<file path="src/rtl/dmem_burst_reader_if.sv">
// Bus bundle for dmem_burst_reader: request channel, dmem block-address/data
// path and the word output stream. The slave modport is the reader's view;
// the master modport is the surrounding system's view.
interface dmem_burst_reader_if #(
  parameter int data_width = 32,
  parameter int addr_width = 15,
  parameter int cnt_width  = 16
);
  logic                    i_REQ_VALID;
  logic                    o_REQ_READY;
  logic [addr_width-1:0]   i_REQ_ADDR;
  logic [cnt_width-1:0]    i_REQ_COUNT;
  logic [addr_width-1:0]   o_MEM_ADDR;
  logic [16*data_width-1:0] i_MEM_RDATA;
  logic                    o_OUT_VALID;
  logic                    i_OUT_READY;
  logic [data_width-1:0]   o_OUT_DATA;
  logic                    o_OUT_LAST;

  modport slave (
    input  i_REQ_VALID, i_REQ_ADDR, i_REQ_COUNT, i_MEM_RDATA, i_OUT_READY,
    output o_REQ_READY, o_MEM_ADDR, o_OUT_VALID, o_OUT_DATA, o_OUT_LAST
  );

  modport master (
    output i_REQ_VALID, i_REQ_ADDR, i_REQ_COUNT, i_MEM_RDATA, i_OUT_READY,
    input  o_REQ_READY, o_MEM_ADDR, o_OUT_VALID, o_OUT_DATA, o_OUT_LAST
  );
endinterface

</file>
<file path="src/rtl/dmem_burst_reader.sv">
// dmem_burst_reader: fetches a burst of words from the 16-wide dmem one
// 16-word block at a time (ISSUE -> WAIT), buffers the block, then streams
// it out one word per valid/ready handshake (STREAM).
// Optional feature macro: DMEM_BURST_BOUNDS_EN -- when defined, requests that
// run past the top of the address space are rejected with a one-cycle o_ERR.
module dmem_burst_reader #(
  parameter int data_width = 32,
  parameter int addr_width = 15,
  parameter int cnt_width  = 16
) (
  input  logic                i_CLK,
  input  logic                i_RSTn,
  dmem_burst_reader_if.slave  bus,
  output logic                o_BUSY,
  output logic                o_ERR
);

  typedef enum logic [1:0] {IDLE, ISSUE, WAIT, STREAM} state_t;

  state_t                state_reg, state_next;
  logic [addr_width-1:0] mem_addr_reg, mem_addr_next;
  logic [cnt_width-1:0]  remaining_reg, remaining_next;
  logic [3:0]            index_reg, index_next;
  logic [data_width-1:0] out_data_reg, out_data_next;
  logic                  out_last_reg, out_last_next;
  logic                  out_valid_reg;
  logic                  busy_reg;
  logic                  err_reg, err_next;
  logic [data_width-1:0] buffer_reg [16];
  logic                  buf_load;

  logic req_fire, req_nonzero, req_oob, out_fire;

  assign bus.o_REQ_READY = (state_reg == IDLE) && i_RSTn;
  assign req_fire        = bus.i_REQ_VALID && bus.o_REQ_READY;
  assign req_nonzero     = (bus.i_REQ_COUNT != '0);
  assign out_fire        = out_valid_reg && bus.i_OUT_READY;

`ifdef DMEM_BURST_BOUNDS_EN
  // One extra bit so that addr + count can exceed 2^addr_width without wrapping.
  localparam int sum_width = ((addr_width > cnt_width) ? addr_width : cnt_width) + 1;
  logic [sum_width-1:0] req_end;
  assign req_end = sum_width'(bus.i_REQ_ADDR) + sum_width'(bus.i_REQ_COUNT);
  assign req_oob = (req_end > (sum_width'(1) << addr_width));
`else
  assign req_oob = 1'b0;
`endif

  // State register.
  always_ff @(posedge i_CLK) begin
    if (!i_RSTn) state_reg <= IDLE;
    else         state_reg <= state_next;
  end

  // Next-state decode.
  always_comb begin
    state_next = state_reg;
    case (state_reg)
      IDLE:   if (req_fire && req_nonzero && !req_oob) state_next = ISSUE;
      ISSUE:  state_next = WAIT;
      WAIT:   state_next = STREAM;
      STREAM: begin
        if (out_fire) begin
          if (remaining_reg == cnt_width'(1)) state_next = IDLE;
          else if (index_reg == 4'hF)         state_next = ISSUE;
        end
      end
      default: state_next = IDLE;
    endcase
  end

  // Datapath/output next values; the registered outputs lead with the word
  // that will be presented in the following cycle.
  always_comb begin
    mem_addr_next  = mem_addr_reg;
    remaining_next = remaining_reg;
    index_next     = index_reg;
    out_data_next  = out_data_reg;
    out_last_next  = out_last_reg;
    err_next       = 1'b0;
    buf_load       = 1'b0;
    case (state_reg)
      IDLE: begin
        if (req_fire) begin
          err_next = req_oob;
          if (req_nonzero && !req_oob) begin
            mem_addr_next  = bus.i_REQ_ADDR;
            remaining_next = bus.i_REQ_COUNT;
            index_next     = 4'd0;
          end
        end
      end
      WAIT: begin
        // Block arrives now; word 0 goes straight to the output register.
        buf_load      = 1'b1;
        out_data_next = bus.i_MEM_RDATA[data_width-1:0];
        out_last_next = (remaining_reg == cnt_width'(1));
      end
      STREAM: begin
        if (out_fire) begin
          remaining_next = remaining_reg - cnt_width'(1);
          index_next     = index_reg + 4'd1;
          out_data_next  = buffer_reg[index_reg + 4'd1];
          out_last_next  = (remaining_reg == cnt_width'(2));
          if (remaining_reg == cnt_width'(1)) begin
            out_last_next = 1'b0;
          end else if (index_reg == 4'hF) begin
            mem_addr_next = mem_addr_reg + addr_width'(16);
          end
        end
      end
      default: ;
    endcase
  end

  // Datapath and output registers.
  always_ff @(posedge i_CLK) begin
    if (!i_RSTn) begin
      mem_addr_reg  <= '0;
      remaining_reg <= '0;
      index_reg     <= '0;
      out_data_reg  <= '0;
      out_last_reg  <= 1'b0;
      out_valid_reg <= 1'b0;
      busy_reg      <= 1'b0;
      err_reg       <= 1'b0;
    end else begin
      mem_addr_reg  <= mem_addr_next;
      remaining_reg <= remaining_next;
      index_reg     <= index_next;
      out_data_reg  <= out_data_next;
      out_last_reg  <= out_last_next;
      out_valid_reg <= (state_next == STREAM);
      busy_reg      <= (state_next != IDLE);
      err_reg       <= err_next;
    end
  end

  // Block buffer: all 16 dmem words captured together at the end of WAIT.
  always_ff @(posedge i_CLK) begin
    if (buf_load && i_RSTn) begin
      for (int k = 0; k < 16; k++) begin
        buffer_reg[k] <= bus.i_MEM_RDATA[k*data_width +: data_width];
      end
    end
  end

  assign bus.o_MEM_ADDR  = mem_addr_reg;
  assign bus.o_OUT_VALID = out_valid_reg;
  assign bus.o_OUT_DATA  = out_data_reg;
  assign bus.o_OUT_LAST  = out_last_reg;
  assign o_BUSY          = busy_reg;
  assign o_ERR           = err_reg;

endmodule

</file>
<file path="src/flat_wrapper.sv">
// flat-port wrapper written by rule: the top's interface ports become plain ports
module dmem_burst_reader_flat 
#(
  parameter int data_width = 32,
  parameter int addr_width = 15,
  parameter int cnt_width  = 16
)
  (i_CLK, i_RSTn, o_BUSY, o_ERR, bus_i_REQ_VALID, bus_i_REQ_ADDR, bus_i_REQ_COUNT, bus_i_MEM_RDATA, bus_i_OUT_READY, bus_o_REQ_READY, bus_o_MEM_ADDR, bus_o_OUT_VALID, bus_o_OUT_DATA, bus_o_OUT_LAST);
  dmem_burst_reader_if #(.data_width(data_width), .addr_width(addr_width), .cnt_width(cnt_width)) bus_i ();
  input  logic i_CLK;
  input  logic i_RSTn;
  output logic o_BUSY;
  output logic o_ERR;
  input wire logic [$bits(bus_i.i_REQ_VALID)-1:0] bus_i_REQ_VALID;
  input wire logic [$bits(bus_i.i_REQ_ADDR)-1:0] bus_i_REQ_ADDR;
  input wire logic [$bits(bus_i.i_REQ_COUNT)-1:0] bus_i_REQ_COUNT;
  input wire logic [$bits(bus_i.i_MEM_RDATA)-1:0] bus_i_MEM_RDATA;
  input wire logic [$bits(bus_i.i_OUT_READY)-1:0] bus_i_OUT_READY;
  output wire logic [$bits(bus_i.o_REQ_READY)-1:0] bus_o_REQ_READY;
  output wire logic [$bits(bus_i.o_MEM_ADDR)-1:0] bus_o_MEM_ADDR;
  output wire logic [$bits(bus_i.o_OUT_VALID)-1:0] bus_o_OUT_VALID;
  output wire logic [$bits(bus_i.o_OUT_DATA)-1:0] bus_o_OUT_DATA;
  output wire logic [$bits(bus_i.o_OUT_LAST)-1:0] bus_o_OUT_LAST;
  assign bus_i.i_REQ_VALID = bus_i_REQ_VALID;
  assign bus_i.i_REQ_ADDR = bus_i_REQ_ADDR;
  assign bus_i.i_REQ_COUNT = bus_i_REQ_COUNT;
  assign bus_i.i_MEM_RDATA = bus_i_MEM_RDATA;
  assign bus_i.i_OUT_READY = bus_i_OUT_READY;
  assign bus_o_REQ_READY = bus_i.o_REQ_READY;
  assign bus_o_MEM_ADDR = bus_i.o_MEM_ADDR;
  assign bus_o_OUT_VALID = bus_i.o_OUT_VALID;
  assign bus_o_OUT_DATA = bus_i.o_OUT_DATA;
  assign bus_o_OUT_LAST = bus_i.o_OUT_LAST;
  dmem_burst_reader #(.data_width(data_width), .addr_width(addr_width), .cnt_width(cnt_width)) u_core (.i_CLK(i_CLK), .i_RSTn(i_RSTn), .bus(bus_i), .o_BUSY(o_BUSY), .o_ERR(o_ERR));
endmodule
</file>
<file path="config.mk">
export PLATFORM = sky130hd
export DESIGN_NAME = dmem_burst_reader_flat
export DESIGN_NICKNAME = d
export VERILOG_FILES = /design/src/rtl/dmem_burst_reader_if.sv /design/src/rtl/dmem_burst_reader.sv /design/src/flat_wrapper.sv
export SDC_FILE = /design/constraint.sdc
export NUM_CORES = 1
export LEC_CHECK = 0
export CAP_MARGIN = 5
export CORE_UTILIZATION = 44
export DETAILED_ROUTE_END_ITERATION = 8
export PLACE_DENSITY = 0.8
export SKIP_CTS_REPAIR_TIMING = 1
export SLEW_MARGIN = 20
export SYNTH_ARGS = -nofsm -noshare
export SYNTH_HDL_FRONTEND = slang
export SYNTH_SLANG_ARGS = --single-unit
</file>
<file path="constraint.sdc">
create_clock -name i_CLK -period 29.5 [get_ports i_CLK]
set_input_delay 7.375 -clock i_CLK [delete_from_list [all_inputs] [get_ports i_CLK]]
set_output_delay 7.375 -clock i_CLK [all_outputs]
set_load 0.01 [all_outputs]
</file>
# Word level (Yosys, flattened, before mapping)

Memory sizes are Yosys's and may differ from the RTL's.
Index checks and enable logic that the tools add are counted.

Register bits: 72
Memory bits (writable): 512
Bits of input ports: 547
Output and inout bits: 52
Word-level logic and storage cells: 64
Memories kept: 1

Memory list:

| name              | words | width | read ports | clocked after memory_dff | write ports | line                    | RTL |
|---|---|---|---|---|---|---|---|
| u_core.buffer_reg | 16    | 32    | 1          | 0                        | 16          | dmem_burst_reader.sv:29 | `logic [data_width-1:0] buffer_reg [16];` |

$add $sub $neg: 3
Equal/unequal tests: 12
Muxes and demuxes: 27
Reductions and logical operators: 13

Operator list:

| kind                  | number |
|---|---|
| $mux 15               | 5 |
| $pmux 32 s2           | 1 |
| $mux 16               | 3 |
| $mux 32               | 1 |
| $pmux 16 s2           | 1 |
| $pmux 15 s2           | 1 |
| $eq 16x1->1 const B   | 1 |
| $eq 16x2->1 const B   | 1 |
| $reduce_bool 16->1    | 1 |
| $sub 16x1->16 const B | 1 |
| $add 15x5->15 const B | 1 |
| $mux 4                | 3 |
| $mux 2                | 4 |
| $ne 2x1->1 const B    | 4 |
| $pmux 2 s4            | 1 |
| $pmux 4 s2            | 1 |
| $eq 2x2->1 const B    | 3 |
| $reduce_and 6->1      | 1 |
| $reduce_bool 2->1     | 3 |
| $logic_and 1x1->1     | 5 |
| $mux 1                | 5 |
| $add 4x1->4 const B   | 1 |
| $eq 4x4->1 const B    | 1 |
| $reduce_and 4->1      | 1 |
| 5 further kinds       | 5 |

# Logic depth before layout (Yosys ltp)

Depth after elaboration: 7
Depth in mapped cells: 8
Gate-level depth less buffers: 7

# Least setup slack after synthesis

No wires, ideal clock.

Path kind: input port to flip-flop
Start: input i_RSTn
End: memory u_core.buffer_reg[0][0] (enable)
Setup time: 1397 ps
Arrival time: 29099 ps
Required time: 28103 ps
Path slack: -997 ps
Stages: 4
Buffers on the path: 2
Cells stage by stage: clkbuf_1 -> clkbuf_1 -> nand2_1 -> nor2_1

RTL lines:

| item        | line                    | RTL |
|---|---|---|
| from (decl) | flat_wrapper.sv:11      | `input logic i_RSTn;` |
| to (decl)   | dmem_burst_reader.sv:29 |  |

# Final worst setup path

Start: input i_RSTn
End: output bus_o_REQ_READY

Longest elaborated chain between the ends: 1

RTL lines:

| item              | line                    | RTL |
|---|---|---|
| $logic_and 1x1->1 | dmem_burst_reader.sv:34 | `assign bus.o_REQ_READY = (state_reg == IDLE) && i_RSTn;` |
| to (decl)         | flat_wrapper.sv:19      | `output wire logic [$bits(bus_i.o_REQ_READY)-1:0] bus_o_REQ_READY;` |

No other way between the ends.

==> results.md <==
- Adder and majority cell fraction of the synthesized area: 0.272%
- Worst path required time: 22120 ps
- Cells after synthesis: 1240
- Time the worst path needs with I/O delays and setup: 16090 ps
- Yosys warnings: 0
- Sum of negative setup slack: 0 ps
- Pin count of the biggest net entering global routing: 202
- Max-cap violations: 0
- Hold path start: u_core.remaining_reg[11]
- End of the worst register-to-register path: u_core.buffer_reg[4][1]
- H-tree lvl count: 2
- Startpoint type of the worst setup path: primary input
- Dominant cells by area after synthesis: sky130_fd_sc_hd__edfxtp_1, sky130_fd_sc_hd__mux4_2, sky130_fd_sc_hd__dfxtp_1
- Worst setup slack after placement: 13350 ps
- Die H: 230 µm
- Proportion of netlist area held by the largest area contributor: 67.0%
- Layout-stage area growth over the synthesis result: 37.9%
- Synth Area in Simple Gates: 3.50%
- Maximum achievable frequency: 0.0621 GHz
- Yosys top cell by area: sky130_fd_sc_hd__edfxtp_1
- Cell with the most instances after synthesis: sky130_fd_sc_hd__edfxtp_1
- Slew @ Worst Pin: 1120 ps
- Start of the worst register-to-register path: u_core.state_reg[1]
- Drt drc: 0
- Static Leak: 10.2 nW
- Final clock period utilization by the worst path: 54.6%
- Outcome: completed
- Number of rows created at floorplan: 83
- CTS sink count: 584
- Number of detailed-route iterations in the first pass: 7
- Die area: 0.0531 mm²
- Hold violation count in the final report: 0
- Total power after layout: 1.85 mW
- Final number of setup-violating endpoints: 0
- Type of destination of the critical path: output pin
- Power per cell area: 58.5 mW/mm²
- Dominant combinational cell family by area after synthesis: multiplexers
- Terminating pin of the worst hold path: u_core.remaining_reg[11]
- Final cell utilization of the core: 61.6%
- Vias in the first global route: 15.1k
- Cell chosen for the clock root: sky130_fd_sc_hd__clkbuf_16
- List of most frequent post-synthesis cells: sky130_fd_sc_hd__edfxtp_1, sky130_fd_sc_hd__mux4_2, sky130_fd_sc_hd__dfxtp_1, sky130_fd_sc_hd__nand2_1, sky130_fd_sc_hd__a21oi_1
- Worst VDD drop: 0.0497 mV
- Layout net count: 2386
- Global-route wire length before repair: 93600 µm
- Distinct cells, synth: 53
- Clock edge transition at the registers on the reported setup and hold paths: 60 ps
- Final standard cell count with taps included and fillers excluded: 2582
- Main flop type after synthesis: sky130_fd_sc_hd__edfxtp_1
- Share of synthesized registers carrying an async set or reset: 0%
- Post-detailed-route via-to-cell ratio: 5.58
- Count of input and output buffers: 597
- RSZ-0062 raised after global routing: no
- Wirelength, routed: 65500 µm
- Worst min path class: reg -> reg
- #FFs+latches synth: 584
- Core box area: 0.0514 mm²
- Via count: 14.4k
- Placed cell count: 2453
- CTS tree: done
- Cells on Worst Hold Path: 2
- Minimum setup slack among reg-to-reg paths: 25220 ps
- Standard cell area after detailed placement: 0.0296 mm²
- Layout Cell Area excl Fill: 0.0317 mm²
- Final worst slack: 13410 ps
- Placer congestion estimate: 0.889
- Depth of the most critical reg-to-reg path: 5
- Syn Std Cell Area: 0.0230 mm²
- Area fraction in compound gates after synthesis: 5.25%
- DRC violation total after the first TritonRoute iteration: 1373
- Clock Latency Late Sink: 620 ps
- Final slew viol count: 0
- Final HPWL from detailed placement: 45800 µm
- Number of buffers inserted during clock tree synthesis: 59
- Post-detailed-route count of antenna-violating nets: 0
- Critical path arrival: 8720 ps
- CTS max path bufs: 3
- Post-synthesis share of cell area spent on xor and xnor gates: 0.114%
- Hold WS: 461 ps
- Detailed-route wire length per cell: 25.4 µm
- Sequential area share after synthesis: 73.2%
- Initial cell density of the core: 44.7%
- Fraction of layout instances using a drive strength above 1: 17.1%
- GRT overflow: 0
- WS Path Type: in -> out
- Number of antenna violations at the first check in global routing: 24
- Number of nets in the synthesized netlist: 1792
- Relative slew margins: 25.6%
- Total routing resource utilization after global routing: 24.2%
- Maximum fanout encountered on the critical timing path: 15
- Final clock skew: 31.6 ps
- Floorplan die width: 230 µm
- I/O pin cnt: 599
- Max FFs per register: 512
- Count of flip-flops with a built-in enable after synthesis: 512
- First element of the critical path: i_RSTn
- Share of cell area taken by muxes after synthesis: 16.0%
- Avg Inst Size Synth: 18.5 µm²
## per-layer routing
layer	track usage (%)	wire length (µm)	vias to the layer above	part of all wire, %
li1	-	-	6290	-
met1	28.7	23400	7193	36
met2	41.3	33900	772	52
met3	6.71	5750	128	8.8
met4	10.3	2250	12	3.4
met5	0	84	-	0.13
## power breakdown
part	switching (mW)	total (mW)	internal, mW
combinational	0.0560	0.146	0.0901
clock	0.316	0.765	0.449
sequential	0.0117	0.943	0.931
total	0.384	1.85	1.47
## worst max-delay path, stage by stage
cell and delay, ps:
sky130_fd_sc_hd__buf_2 380, sky130_fd_sc_hd__nor3b_1 310, sky130_fd_sc_hd__clkdlybuf4s50_1 640
## cells by family after synthesis
kind of cell,after synthesis
DFF,584
muxes,200
AOI/OAI and AO/OA,194
and+or+nand+nor,168
buffers and inverters,85
adders and majority gates,5
xor gates and xnor gates,3
other,1
## layout make-up
cell class	count	area (µm²)
Multi-Input combinational cell	571	5840
Sequential cell	584	16800
Inverter	4	15.0
Clock inverter	38	418
Antenna cell	17	42.5
Clock buffer	74	1570
Timing Repair Buffer	614	6110
Fill cell	3646	19700
Tap cell	680	851
## worst max path at each step
| stage | end | slack [ps] | cells after the start |
|---|---|---|---|
| after detailed placement | bus_o_REQ_READY | 13350 | 3 |
| after global placement | bus_o_REQ_READY | 13390 | 3 |
| final | bus_o_REQ_READY | 13410 | 3 |
| after global routing | bus_o_REQ_READY | 13370 | 3 |
| after floorplan | u_core.buffer_reg[0][0] | 7690 | 4 |
| after CTS | bus_o_REQ_READY | 13340 | 3 |
## placed cells by master (no fill, tap or decap), types with 33 or more instances in the layout
master and instances:
sky130_fd_sc_hd__a21oi_1 65, sky130_fd_sc_hd__a221oi_1 33, sky130_fd_sc_hd__clkbuf_16 59, sky130_fd_sc_hd__clkdlybuf4s50_1 596, sky130_fd_sc_hd__dfxtp_1 71, sky130_fd_sc_hd__edfxtp_1 512
sky130_fd_sc_hd__mux2_2 64, sky130_fd_sc_hd__mux4_2 128, sky130_fd_sc_hd__nand2_1 70, sky130_fd_sc_hd__o21ai_0 54
Note: power is estimated with default switching activity, not from simulation.
